**config.mk**
```make
export PLATFORM = sky130hd
export DESIGN_NAME = fpdiv_sched
export DESIGN_NICKNAME = d
export VERILOG_FILES = /design/src/rtl/fpdiv_sched.sv
export SDC_FILE = /design/constraint.sdc
export NUM_CORES = 1
export LEC_CHECK = 0
export BUFFER_PORTS_ARGS = -buffer_cell sky130_fd_sc_hd__buf_4
export CAP_MARGIN = 5
export CORE_AREA = 2 2 104 106
export DETAILED_ROUTE_END_ITERATION = 7
export DIE_AREA = 0 0 106 108
export PLACE_DENSITY = 0.76
export SYNTH_ARGS = -nofsm -noshare
export SYNTH_HDL_FRONTEND = slang
export SYNTH_SLANG_ARGS = --single-unit
```
**constraint.sdc**
```tcl
create_clock -name clk -period 3.6 [get_ports clk]
set_clock_uncertainty 0.15 [all_clocks]
set_input_delay 0.54 -clock clk [delete_from_list [all_inputs] [get_ports clk]]
set_output_delay 0.54 -clock clk [all_outputs]
set_load 0.005 [all_outputs]
```
**src/rtl/fpdiv_sched.sv**
```systemverilog
// fpdiv_sched -- two-requester scheduler in front of one shared multi-cycle
// FP32 divider.
//
// A round-robin arbiter grants one requester while IDLE. The granted
// operands are registered onto div_a/div_b. They are held there until the
// next grant. After DIV_LAT cycles the quotient is captured from div_c and
// presented on the response port until it is accepted.
//
// Parameters
//   DIV_LAT     cycles the divider needs with stable operands (2..15)
//
// Ports
//   clk                     rising-edge clock
//   rst                     asynchronous reset, active low
//   req{0,1}_valid          requester has an operation pending
//   req{0,1}_a / _b         FP32 dividend / divisor
//   req{0,1}_ready          operation accepted this cycle (combinational)
//   div_a, div_b            operands to the shared divider
//   div_c                   divider quotient
//   resp_valid/_id/_data    response, held until resp_ready
//   resp_ready              response consumer ready
//   busy                    scheduler not idle
//
// Optional feature (macro FPDIV_SCHED_SPECIAL_EN)
//   A zero-exponent divisor returns a signed infinity. A zero-exponent
//   dividend returns a signed zero. Either result is produced straight at
//   the grant, so the response follows one cycle later. The divider and
//   its operands are not touched.
module fpdiv_sched #(
  parameter int DIV_LAT = 8
) (
  input  logic        clk,
  input  logic        rst,
  input  logic        req0_valid,
  input  logic        req1_valid,
  input  logic [31:0] req0_a,
  input  logic [31:0] req0_b,
  input  logic [31:0] req1_a,
  input  logic [31:0] req1_b,
  output logic        req0_ready,
  output logic        req1_ready,
  output logic [31:0] div_a,
  output logic [31:0] div_b,
  input  logic [31:0] div_c,
  output logic        resp_valid,
  output logic        resp_id,
  output logic [31:0] resp_data,
  input  logic        resp_ready,
  output logic        busy
);

  typedef enum logic [1:0] {
    S_IDLE = 2'd0,
    S_WAIT = 2'd1,
    S_RESP = 2'd2
  } state_t;

  // The counter runs DIV_LAT-1 down to 0. That gives DIV_LAT WAIT cycles,
  // and the operands are stable on the divider for all of them.
  localparam logic [3:0] LP_CNT_INIT = 4'(DIV_LAT - 1);

  state_t      r_state, w_state_nxt;
  logic [3:0]  r_cnt;
  logic        r_last;
  logic [31:0] r_div_a, r_div_b, r_resp_data;
  logic        r_resp_id;

  logic        w_any, w_gnt, w_hs, w_byp;
  logic [31:0] w_a, w_b, w_byp_data;

  // Sole requester wins. On a tie, the one not granted last time wins.
  assign w_any = req0_valid | req1_valid;
  assign w_gnt = (req0_valid & req1_valid) ? ~r_last : req1_valid;
  assign w_hs  = (r_state == S_IDLE) & w_any;
  assign w_a   = w_gnt ? req1_a : req0_a;
  assign w_b   = w_gnt ? req1_b : req0_b;

`ifdef FPDIV_SCHED_SPECIAL_EN
  // The divisor check comes first, so 0/0 gives an infinity.
  assign w_byp      = (w_b[30:23] == 8'd0) | (w_a[30:23] == 8'd0);
  assign w_byp_data = (w_b[30:23] == 8'd0) ? {w_a[31] ^ w_b[31], 31'h7F800000}
                                           : {w_a[31] ^ w_b[31], 31'h0};
`else
  assign w_byp      = 1'b0;
  assign w_byp_data = '0;
`endif

  always_comb begin
    w_state_nxt = r_state;
    case (r_state)
      S_IDLE: if (w_hs)           w_state_nxt = w_byp ? S_RESP : S_WAIT;
      S_WAIT: if (r_cnt == 4'd0)  w_state_nxt = S_RESP;
      S_RESP: if (resp_ready)     w_state_nxt = S_IDLE;
      default:                    w_state_nxt = S_IDLE;
    endcase
  end

  always_ff @(posedge clk or negedge rst) begin
    if (!rst) r_state <= S_IDLE;
    else      r_state <= w_state_nxt;
  end

  always_ff @(posedge clk or negedge rst) begin
    if (!rst) begin
      r_cnt       <= 4'd0;
      r_last      <= 1'b1;
      r_div_a     <= '0;
      r_div_b     <= '0;
      r_resp_data <= '0;
      r_resp_id   <= 1'b0;
    end else begin
      case (r_state)
        S_IDLE: begin
          if (w_hs) begin
            r_resp_id <= w_gnt;
            r_last    <= w_gnt;
            if (w_byp) begin
              r_resp_data <= w_byp_data;
            end else begin
              r_div_a <= w_a;
              r_div_b <= w_b;
              r_cnt   <= LP_CNT_INIT;
            end
          end
        end
        S_WAIT: begin
          if (r_cnt == 4'd0) r_resp_data <= div_c;
          else               r_cnt       <= r_cnt - 4'd1;
        end
        default: ;
      endcase
    end
  end

  assign req0_ready = w_hs & ~w_gnt;
  assign req1_ready = w_hs &  w_gnt;
  assign div_a      = r_div_a;
  assign div_b      = r_div_b;
  assign resp_valid = (r_state == S_RESP);
  assign resp_id    = r_resp_id;
  assign resp_data  = r_resp_data;
  assign busy       = (r_state != S_IDLE);

endmodule
```
### Word level (Yosys, flattened, before mapping)

Cells that the tools add are included.

* register bits after elaboration: 104
* output and inout bits: 101

* add/subtract/negate cells: 1
* equal/unequal tests: 6
* muxes and demuxes: 10
* bitwise operators: 7
* reduce and logical (&&, ||, !) cells: 8

Operators with widths (number)
* $mux W32: 2
* $mux W4: 2
* $pmux W4 S2: 1
* $mux W2: 3
* $ne A2 B2 Y1 const B: 3
* $pmux W2 S3: 1
* $reduce_and A3 Y1: 2
* $and A1 B1 Y1: 4
* $logic_not A4 Y1: 1
* $reduce_and A2 Y1: 2
* $reduce_bool A2 Y1: 2
* $sub A4 B1 Y4 const B: 1
* $eq A2 B1 Y1 const B: 1
* $eq A2 B2 Y1 const B: 1
* $logic_not A2 Y1: 1
* $ne A2 B1 Y1 const B: 1
* $not A1 Y1: 2
* $mux W1: 1
* $or A1 B1 Y1: 1

### Longest topological paths before layout

Gate-level depths: netlist of run 1.

* word-level depth: 4
* mapped depth: 7
* gate-level depth less buffers: 5

### Worst setup path before layout of run 1

Ideal clock, no wire load.

* path kind: reg-to-output
* start point: register r_state[1]
* end point: output port req1_ready
* arrival time: 1127 ps
* data required time: 2910 ps
* path slack: 1783 ps
* stages on the path, launching flop included: 6
* cells stage by stage: dfrtp_1 buf_2 nor2_2 and3_1 clkbuf_1 buf_2

* longest elaborated chain between the ends: 3

RTL lines
* from (decl): RTL line 62 `state_t r_state, w_state_nxt;`
* from (signal assigned): RTL line 100 `else r_state <= w_state_nxt;`
* $logic_not A2 Y1: RTL line 74 `assign w_hs = (r_state == S_IDLE) & w_any;`
* $and A1 B1 Y1: RTL line 74
* $and A1 B1 Y1: RTL line 136 `assign req1_ready = w_hs & w_gnt;`
* to (decl): RTL line 41 `output logic req1_ready,`

No other way between the ends.

### Worst setup path in the final report of run 1

* start point: register r_state[1]
* end point: output port req0_ready

* longest elaborated chain between the ends: 3

RTL lines
* $logic_not A2 Y1: RTL line 74
* $and A1 B1 Y1: RTL line 74
* $and A1 B1 Y1: RTL line 135 `assign req0_ready = w_hs & ~w_gnt;`
* to (decl): RTL line 40 `output logic req0_ready,`

No other way between the ends.

==> results.cfg, run 1 <==
[placed_design]
hpwl_mm = 9.865
place.gp.congestion = 0.7578
dp.cells = 708
io_buffers = 265
pre_cts_ws_ns = 1.304

[final_layout]
layout-drive-gt1-share_pct = 55.61
syn2layout_area_growth_pct = 50.22
n_fill_cell = 795
final_cell_mix = buf_4 (271), dfrtp_1 (103), a221o_1 (64), a21boi_0 (58), mux2_2 (32)
final_common_cell = buf_4
utilization_pct = 65.92
final_cells = 724
finalNetCount = 749
n_antenna_cell = 0

[setup_path]
critPathBufInv = 1
path_class = flop to output port
cp_top_family = simple AND/OR/NAND/NOR gates
cp_slowest_cell = and3_2
critPathMaxStageDelay_ns = 0.63
crit_chain = nor2_4, and3_2, buf_4
arrival_ns = 1.89
crit_required_ns = 2.91
startpoint_type = flop
cp-end-kind = output port
worstPathMaxFanout = 31

[timing]
fmax_ghz = 0.3870
hold_violations = 0
min_period_ns = 2.584
setup_viol = 0
worst_pin_slew_ns = 0.8117
worst_slack_ns = 1.016
fin_crit_sh_pct = 71.77
slew_headroom_pct = 45.89
slew_violations = 0
fin_setup_tns_ns = 0
rsz0062_at_grt = false

[detailed_routing]
dr.first_iter.drc_count = 231
antenna_left = 0
wl_per_cell_um = 19.27
first_pass_iters = 4
finalWirelength_mm = 13.95
vias_per_cell = 5.448
vias = 3944
remaining_drc_errors = 0

[clock_network]
numClockSinks = 104
cts_tree = done
cts_max_path_buffers = 2
root_buffer = clkbuf_8
cts_buffers = 9
cts_resized = 0
cts_setup_buffers = 0
cts_max_level = 3
path_clk_slew_ns = 0.09
hold_buffers = 0
clkLatencyLatePin_ns = 0.38

[die]
io_pins = 266
die_h_um = 108
die_x_um = 106
die_area_um2 = 11450
core.rowCount = 37
fp.coreArea_um2 = 10230
start_util_pct = 43.88

[synth]
syn_avg_cell_area_um2 = 13.44
synth_seq_cells = 104
ys_warn_count = 0
syn_nets = 500
netlist_instances = 334
syn_area_um2 = 4489
ys_seq_area_share_pct = 58.00
synthDistinctLibCells = 31

[power]
power_density_nw_per_um2 = 753.7
vdd_drop_max_v = 0.0005302
power.leakage_nw = 3.325

[grt]
grt_pass1_wl_mm = 21.52
antenna_found_initial = 0
overflow = 0
grtUsageTotal_pct = 24.34
grt_pass1_vias = 4146
grt_max_degree = 67

[run_status]
status = finished clean

[min_path]
hp-class = input port to async pin

[run]
cap_violations = 0
## final cells by class
class,count,area (µm²),share of cell area (%)
clock inverter,6,82.58,1.224
sequential,104,2604,38.61
tap,136,170.2,2.523
timing repair buffer,271,2034,30.17
clock buffer,10,137.6,2.041
multi-input combinational,192,1697,25.16
inverter,5,18.77,0.2783
## metrics by stage
stage          power, W  area, µm²  hold slack, ns
3_5_place_dp   0.004303       6524          0.3338
5_1_grt        0.005426       6744          0.1100
4_1_cts        0.005144       6744         0.09483
6_report       0.005083       6744         0.07436
2_1_floorplan  0.003084       4489         0.09441
3_3_place_gp   0.004223       6524          0.3133
## cell families (layout without fill, tap and decap cells)
family / count (synthesis) / count (layout) / synth area share [%]
DFF: 104 / 104 / 58.00
muxes: 33 / 33 / 8.250
and+or+nand+nor: 20 / 20 / 2.536
AOI/OAI and AO/OA: 138 / 138 / 26.56
buffers and inverters: 38 / 292 / 4.376
adders and majority gates: 1 / 1 / 0.2787
## synthesized netlist by cell type
| cell | count | area share, % |
|---|---|---|
| a21o_1 | 2 | 0.33 |
| and3_1 | 2 | 0.28 |
| nand2_2 | 1 | 0.14 |
| buf_6 | 4 | 1.0 |
| o22a_1 | 1 | 0.20 |
| buf_2 | 19 | 2.1 |
| ha_1 | 1 | 0.28 |
| a221o_1 | 64 | 14 |
| nand2b_1 | 1 | 0.14 |
| o221a_2 | 1 | 0.25 |
| and4b_1 | 1 | 0.22 |
| nor2_1 | 1 | 0.084 |
| dfstp_2 | 1 | 0.59 |
| inv_1 | 5 | 0.42 |
| nand2_1 | 6 | 0.50 |
| a21boi_1 | 6 | 1.0 |
| and2b_1 | 1 | 0.17 |
| a211oi_1 | 1 | 0.17 |
| nor3_1 | 3 | 0.33 |
| o2bb2ai_1 | 1 | 0.20 |
| o21ai_0 | 3 | 0.33 |
| mux2_2 | 32 | 8.0 |
| a21boi_0 | 58 | 9.7 |
| or2_2 | 1 | 0.14 |
| dfrtp_1 | 103 | 57 |
| a21oi_1 | 1 | 0.11 |
| mux2i_1 | 1 | 0.22 |
| clkbuf_1 | 10 | 0.84 |
| nand3_1 | 1 | 0.11 |
| nor3b_2 | 1 | 0.28 |
| nor2_2 | 1 | 0.14 |
## registers in the layout, summed over array words and instances, names as in the netlist
name       flops
div_b         32
div_a         32
r_state        2
resp_data     32
r_last         1
resp_id        1
r_cnt          4
## worst reg2reg max path: stages, from the launching register on
cell	delay [ns]
dfrtp_1	0.41
inv_1	0.09
ha_1	0.20
nor3b_2	0.34
nand2_2	0.51
mux2_2	0.48
## per-layer routing
| metal | vias up | GRT usage [%] | routed length, µm | share of wire (%) |
|---|---|---|---|---|
| li1 | 1792 | - | - | - |
| met1 | 1919 | 28.95 | 5302 | 38 |
| met2 | 212 | 41.57 | 7040 | 50 |
| met3 | 21 | 8.620 | 1361 | 9.8 |
| met4 | 0 | 7.801 | 245 | 1.8 |
| met5 | - | 0 | 0 | 0 |
## final timing paths
kind                                   startpoint                   endpoint  slack (ns)  cells past startpoint
max reg2reg                  r_cnt[1]$_DFFE_PN0P_   resp_data[6]$_DFFE_PN0P_        1.32                      5
max in group asynchronous                     rst      div_b[13]$_DFFE_PN0P_        2.38                      2
min reg2reg                   resp_id$_DFFE_PN0P_        resp_id$_DFFE_PN0P_        0.34                      1
max                        r_state[1]$_DFFE_PN0P_                 req0_ready        1.02                      3
min                                           rst  resp_data[24]$_DFFE_PN0P_        0.07                      1
min in group clk                       resp_ready     r_state[1]$_DFFE_PN0P_        0.19                      2
## where the power goes
group	switching, W	leakage, nW	internal [W]	total [W]
Combinational	0.000819	1.95	0.00140	0.00222
Sequential	0.000325	1.27	0.00173	0.00206
Clock	0.000403	0.112	0.000407	0.000810
Total	0.00155	3.33	0.00353	0.00508
Power figures use the tool's default switching activity.
==> inputs of run 2 (changes only) <==
- ABC_AREA: unset -> 1
- CORE_AREA: 2 2 104 106 -> unset
- CORE_MARGIN: unset -> 2
- CORE_UTILIZATION: unset -> 40
- DIE_AREA: 0 0 106 108 -> unset
- PLACE_DENSITY: 0.76 -> 0.73
- clock period: 3.6 -> 2.3 ns (I/O delays scaled with it)
==> results.cfg, run 2 <==
[run_status]
status = finished clean

[timing]
hold_ws_ns = 0.02761
rsz0062_at_grt = false
fmax_ghz = 0.4662
hold_violations = 0
fin_setup_tns_ns = 0
worst_slack_ns = 0.1551
setup_viol = 0
fin_crit_sh_pct = 93.26
slew_headroom_pct = 51.42
min_period_ns = 2.145
slew_violations = 0
worst_pin_slew_ns = 0.7287

[grt]
grtUsageTotal_pct = 21.75
overflow = 0
grt_max_degree = 71
grt_pass1_wl_mm = 21.74
antenna_found_initial = 0
grt_pass1_vias = 4563

[die]
die_x_um = 110.8
io_pins = 266
core.rowCount = 39
die_h_um = 110.8
fp.coreArea_um2 = 11270
die_area_um2 = 12280
start_util_pct = 40.48

[clock_network]
root_buffer = clkbuf_16
cts_max_path_buffers = 2
path_clk_slew_ns = 0.07
cts_resized = 0
cts_tree = done
cts_max_level = 3
clkLatencyLatePin_ns = 0.33
numClockSinks = 104
cts_buffers = 9

[synth]
ys_warn_count = 0
synth_top_area_cell = dfrtp_1
synth_edf_count = 0
syn_area_um2 = 4563
synth_ff_type = dfrtp_1
synthDistinctLibCells = 22
synth_seq_cells = 104
synthTopCellsByArea = dfrtp_1 (56%), nand2_1 (20%), nand3_1 (7.5%), o21ai_2 (4.4%), inv_1 (3.2%)
syn_avg_cell_area_um2 = 8.626
synth_top_area_share_pct = 56.48
netlist_instances = 529
syn_nets = 695
yosysMostFrequentCell = nand2_1
async_flop_share_pct = 100.0
ys_seq_area_share_pct = 57.06
synth_top_cells_by_count = nand2_1 (240), dfrtp_1 (103), nand3_1 (68)

[final_layout]
syn2layout_area_growth_pct = 51.44
n_antenna_cell = 0
utilization_pct = 61.31
finalNetCount = 951
n_fill_cell = 980
final_common_cell = buf_4
final_cell_mix = buf_4 (268), nand2_1 (240), dfrtp_1 (103), nand3_1 (68), inv_1 (39)
layout-drive-gt1-share_pct = 40.05

[detailed_routing]
wl_per_cell_um = 14.45
vias = 4503
antenna_left = 0
first_pass_iters = 5
remaining_drc_errors = 0
vias_per_cell = 4.832
finalWirelength_mm = 13.47
dr.first_iter.drc_count = 290

[setup_path]
path_class = flop to output port
startpoint_type = flop
arrival_ns = 1.65
worstPathMaxFanout = 13
crit_required_ns = 1.80
cp-end-kind = output port

[power]
power_density_nw_per_um2 = 1223
p_total_w = 0.008448
vdd_drop_max_v = 0.0005508
power.leakage_nw = 3.736

[placed_design]
io_buffers = 265
pre_cts_ws_ns = 0.4263
place.gp.congestion = 0.8431
hpwl_mm = 9.972

[run]
cap_violations = 0

[min_path]
hp-class = input port to flop
==> run 2: cell types whose count changed after synthesis, moves of 5 or more <==
| cell | delta |
|---|---|
| buf_2 | -16 |
| o21ai_2 | +23 |
| nand2_1 | +234 |
| a221o_1 | -64 |
| nand3_1 | +67 |
| a21boi_0 | -58 |
| o21ai_1 | +9 |
| nor2_1 | +5 |
| a21boi_1 | -6 |
| buf_4 | +11 |
| mux2_2 | -32 |
| inv_1 | +34 |
==> run 2: where the power goes <==
group          internal [W]  switching [W]  total, W
clock network      0.000728       0.000630   0.00136
logic               0.00199        0.00180   0.00379
registers           0.00276       0.000543   0.00330
total               0.00547        0.00297   0.00845
==> run 2: per-stage QoR <==
stage / cells / area (µm²)
6_report: 932 / 6910
2_1_floorplan: 529 / 4563
3_5_place_dp: 916 / 6644
5_1_grt: 932 / 6910
3_3_place_gp: 916 / 6644
4_1_cts: 932 / 6910
==> run 2: what timing repair did <==
item	CTS	global route
hold buffers	1	0
buffers inserted	0	0
setup endpoints to repair	0	0
hold endpoints to repair	14	0
==> run 2: layer usage <==
| metal | global-route usage (%) | part of all wire (%) | up-vias |
|---|---|---|---|
| met5 | 0 | 0 | - |
| li1 | - | - | 2156 |
| met1 | 26.53 | 39 | 2089 |
| met4 | 8.083 | 2.1 | 0 |
| met2 | 36.36 | 49 | 236 |
| met3 | 6.725 | 9.7 | 22 |
==> run 2: path summary, 6_finish.rpt <==
| path | startpoint | to | slack, ns | depth (start not counted) |
|---|---|---|---|---|
| min in group asynchronous | rst | div_a[12]$_DFFE_PN0P_ | 0.26 | 2 |
| setup reg to reg | r_last$_DFFE_PN1P_ | div_a[10]$_DFFE_PN0P_ | 0.45 | 7 |
| hold reg to reg | r_last$_DFFE_PN1P_ | r_last$_DFFE_PN1P_ | 0.32 | 2 |
| hold / removal | resp_ready | r_state[1]$_DFFE_PN0P_ | 0.03 | 2 |
| setup / recovery | r_last$_DFFE_PN1P_ | req0_ready | 0.16 | 5 |
| max in group asynchronous | rst | div_b[7]$_DFFE_PN0P_ | 1.06 | 3 |
==> run 2: layout make-up <==
cell class	instances	area [µm²]	area share (%)
Tap cell	143	178.9	2.589
Sequential cell	104	2604	37.68
Clock inverter	3	20.02	0.2897
Inverter	40	150.1	2.173
Timing Repair Buffer	273	2102	30.42
Clock buffer	12	236.5	3.422
Multi-Input combinational cell	357	1619	23.43
==> run 2: kinds of logic after synthesis <==
| group | share of synthesized area (%) |
|---|---|
| buf+inv | 7.568 |
| xor+xnor | 0.1920 |
| flops | 57.06 |
| simple gates | 28.82 |
| compound gates | 6.087 |
| fa+ha+maj | 0.2742 |
==> run 2: critical path, stage by stage (launching register included) <==
cell     delay (ns)
dfstp_2        0.53
nand2_1        0.06
nand2_2        0.09
inv_1          0.07
nor2_4         0.38
buf_4          0.19
==> inputs of run 3 (changes only) <==
- BUFFER_PORTS_ARGS: -buffer_cell sky130_fd_sc_hd__buf_4 -> unset
- CORE_AREA: unset -> 2 2 103 105
- CORE_MARGIN: 2 -> unset
- CORE_UTILIZATION: 40 -> unset
- DIE_AREA: unset -> 0 0 105 107
- DONT_BUFFER_PORTS: unset -> 1
- PLACE_DENSITY: 0.73 -> 0.56
- clock period: 2.3 -> 2.6 ns (I/O delays scaled with it)
==> results.cfg, run 3 (same netlist as run 2, synthesis figures left out) <==
[grt]
grt_pass1_wl_mm = 19.98
grt_max_degree = 105
use_met1_pct = 25.67
grt_pass1_vias = 4051
overflow = 0
busiest_layer = met2
grtUsageTotal_pct = 22.36
use_met2_pct = 39.98
use_met3_pct = 5.471
antenna_found_initial = 0

[run_status]
status = finished, violations left
violations = hold timing

[final_layout]
layout-drive-gt1-share_pct = 8.399
n_fill_cell = 881
final_common_cell = nand2_1
n_antenna_cell = 0
finalInstanceArea_um2 = 5876
syn2layout_area_growth_pct = 28.76
final_cell_mix = nand2_1 (240), dlygate4sd3_1 (108), dfrtp_1 (103), nand3_1 (68), inv_1 (39)
finalNetCount = 793

[clock_network]
root_buffer = clkbuf_8
cts_tree = done
path_clk_slew_ns = 0.09
hold_buffers = 107
numClockSinks = 104
cts_buffers = 9
clkLatencyLatePin_ns = 0.36
cts_setup_buffers = 0
cts_max_level = 3
cts_max_path_buffers = 2
cts_resized = 0

[setup_path]
critPathMaxStageDelay_ns = 0.55
arrival_ns = 2.58
cpMostUsedCell = nand2_1
critPathBufInv = 3
r2r-start = r_last$_DFFE_PN1P_
crit_required_ns = 2.75
cp_top_family = buffers and inverters
cp_slowest_cell = dlygate4sd3_1
crit_chain = nand2_1, nand2_2, inv_1, nor2_4, buf_4, nand2_1, nand3_1, dlygate4sd3_1
startpoint_type = flop
path_class = flop to flop
reg2reg_slack_ns = 0.17
worstReg2RegEnd = div_a[8]$_DFFE_PN0P_
rr_worst_depth = 8
worstPathMaxFanout = 28
cp-end-kind = flop

[timing]
setup_viol = 0
rsz0062_at_grt = false
hold_violations = 104
hold_ws_ns = -0.4341
fin_setup_tns_ns = 0
fin_crit_sh_pct = 93.60
slew_headroom_pct = 71.86
fmax_ghz = 0.4109
min_period_ns = 2.434
worst_slack_ns = 0.1663
slew_violations = 0
worst_pin_slew_ns = 0.4210

[detailed_routing]
finalWirelength_mm = 12.58
first_pass_iters = 6
wl_per_cell_um = 16.40
remaining_drc_errors = 0
vias_per_cell = 5.066
antenna_left = 0
dr.first_iter.drc_count = 274
vias = 3886

[power]
vdd_drop_max_v = 0.0004605
power_density_nw_per_um2 = 1103
power.leakage_nw = 2.884
p_total_w = 0.006479

[die]
io_pins = 266
start_util_pct = 45.21
die_area_um2 = 11240
fp.coreArea_um2 = 10090
core.rowCount = 37
die_x_um = 105
die_h_um = 107

[placed_design]
pre_cts_ws_ns = 0.7145
place.gp.congestion = 0.7883
io_buffers = 0
hpwl_mm = 8.046
placed_area_um2 = 4608

[min_path]
hp-class = input port to async pin

[run]
cap_violations = 0
==> run 3: cell types whose count changed in the layout (fill, tap and decap cells not counted), sizes merged <==
cell	previous run	this run
dlygate4sd3	1	108
clkbuf	12	11
bufinv	0	1
buf	272	7
clkinvlp	2	0
clkinv	1	3
==> run 3: layout make-up <==
type / instances / area (µm²) / share of cell area [%]
Sequential cell: 104 / 2604 / 44.31
Timing Repair Buffer: 115 / 1146 / 19.51
Multi-Input combinational cell: 357 / 1619 / 27.56
Tap cell: 136 / 170.2 / 2.896
Clock buffer: 11 / 141.4 / 2.406
Clock inverter: 4 / 45.04 / 0.7666
Inverter: 40 / 150.1 / 2.555
==> run 3: where the power goes <==
part           leakage (nW)  switching [W]  internal [W]
clock network        0.0989       0.000523      0.000463
registers              1.26       0.000717       0.00244
logic                  1.52        0.00119       0.00114
==> run 3: worst max-delay path by stage <==
| stage | start | to | cells past startpoint |
|---|---|---|---|
| 6_report | r_last$_DFFE_PN1P_ | div_a[8]$_DFFE_PN0P_ | 8 |
| 5_1_grt | r_last$_DFFE_PN1P_ | div_a[8]$_DFFE_PN0P_ | 8 |
| 4_1_cts | r_last$_DFFE_PN1P_ | div_a[22]$_DFFE_PN0P_ | 8 |
| 3_5_place_dp | r_last$_DFFE_PN1P_ | div_a[21]$_DFFE_PN0P_ | 7 |
| 3_3_place_gp | r_last$_DFFE_PN1P_ | div_a[19]$_DFFE_PN0P_ | 7 |
| 2_1_floorplan | r_last$_DFFE_PN1P_ | req0_ready | 5 |
==> run 3: worst register-to-register path, cell delays in order, from the launching register on <==
cell	delay, ns
dfstp_2	0.54
nand2_1	0.06
nand2_2	0.08
inv_1	0.07
nor2_4	0.36
buf_4	0.37
nand2_1	0.11
nand3_1	0.08
dlygate4sd3_1	0.55
==> run 3: through the flow <==
step                hold slack, ns  cells  utilization (%)
floorplan                 -0.05559    529                -
global placement          -0.05272    644            45.66
detailed placement        -0.05272    644            45.66
CTS                        -0.4573    766            58.12
global route               -0.4666    767            58.22
finish                     -0.4341    767            58.22
==> run 3: metal layers <==
layer | vias to the layer above | wire length (µm)
met2 | 200 | 6545
met3 | 17 | 1013
met5 | - | 0
met1 | 1836 | 4807
li1 | 1833 | -
met4 | 0 | 209
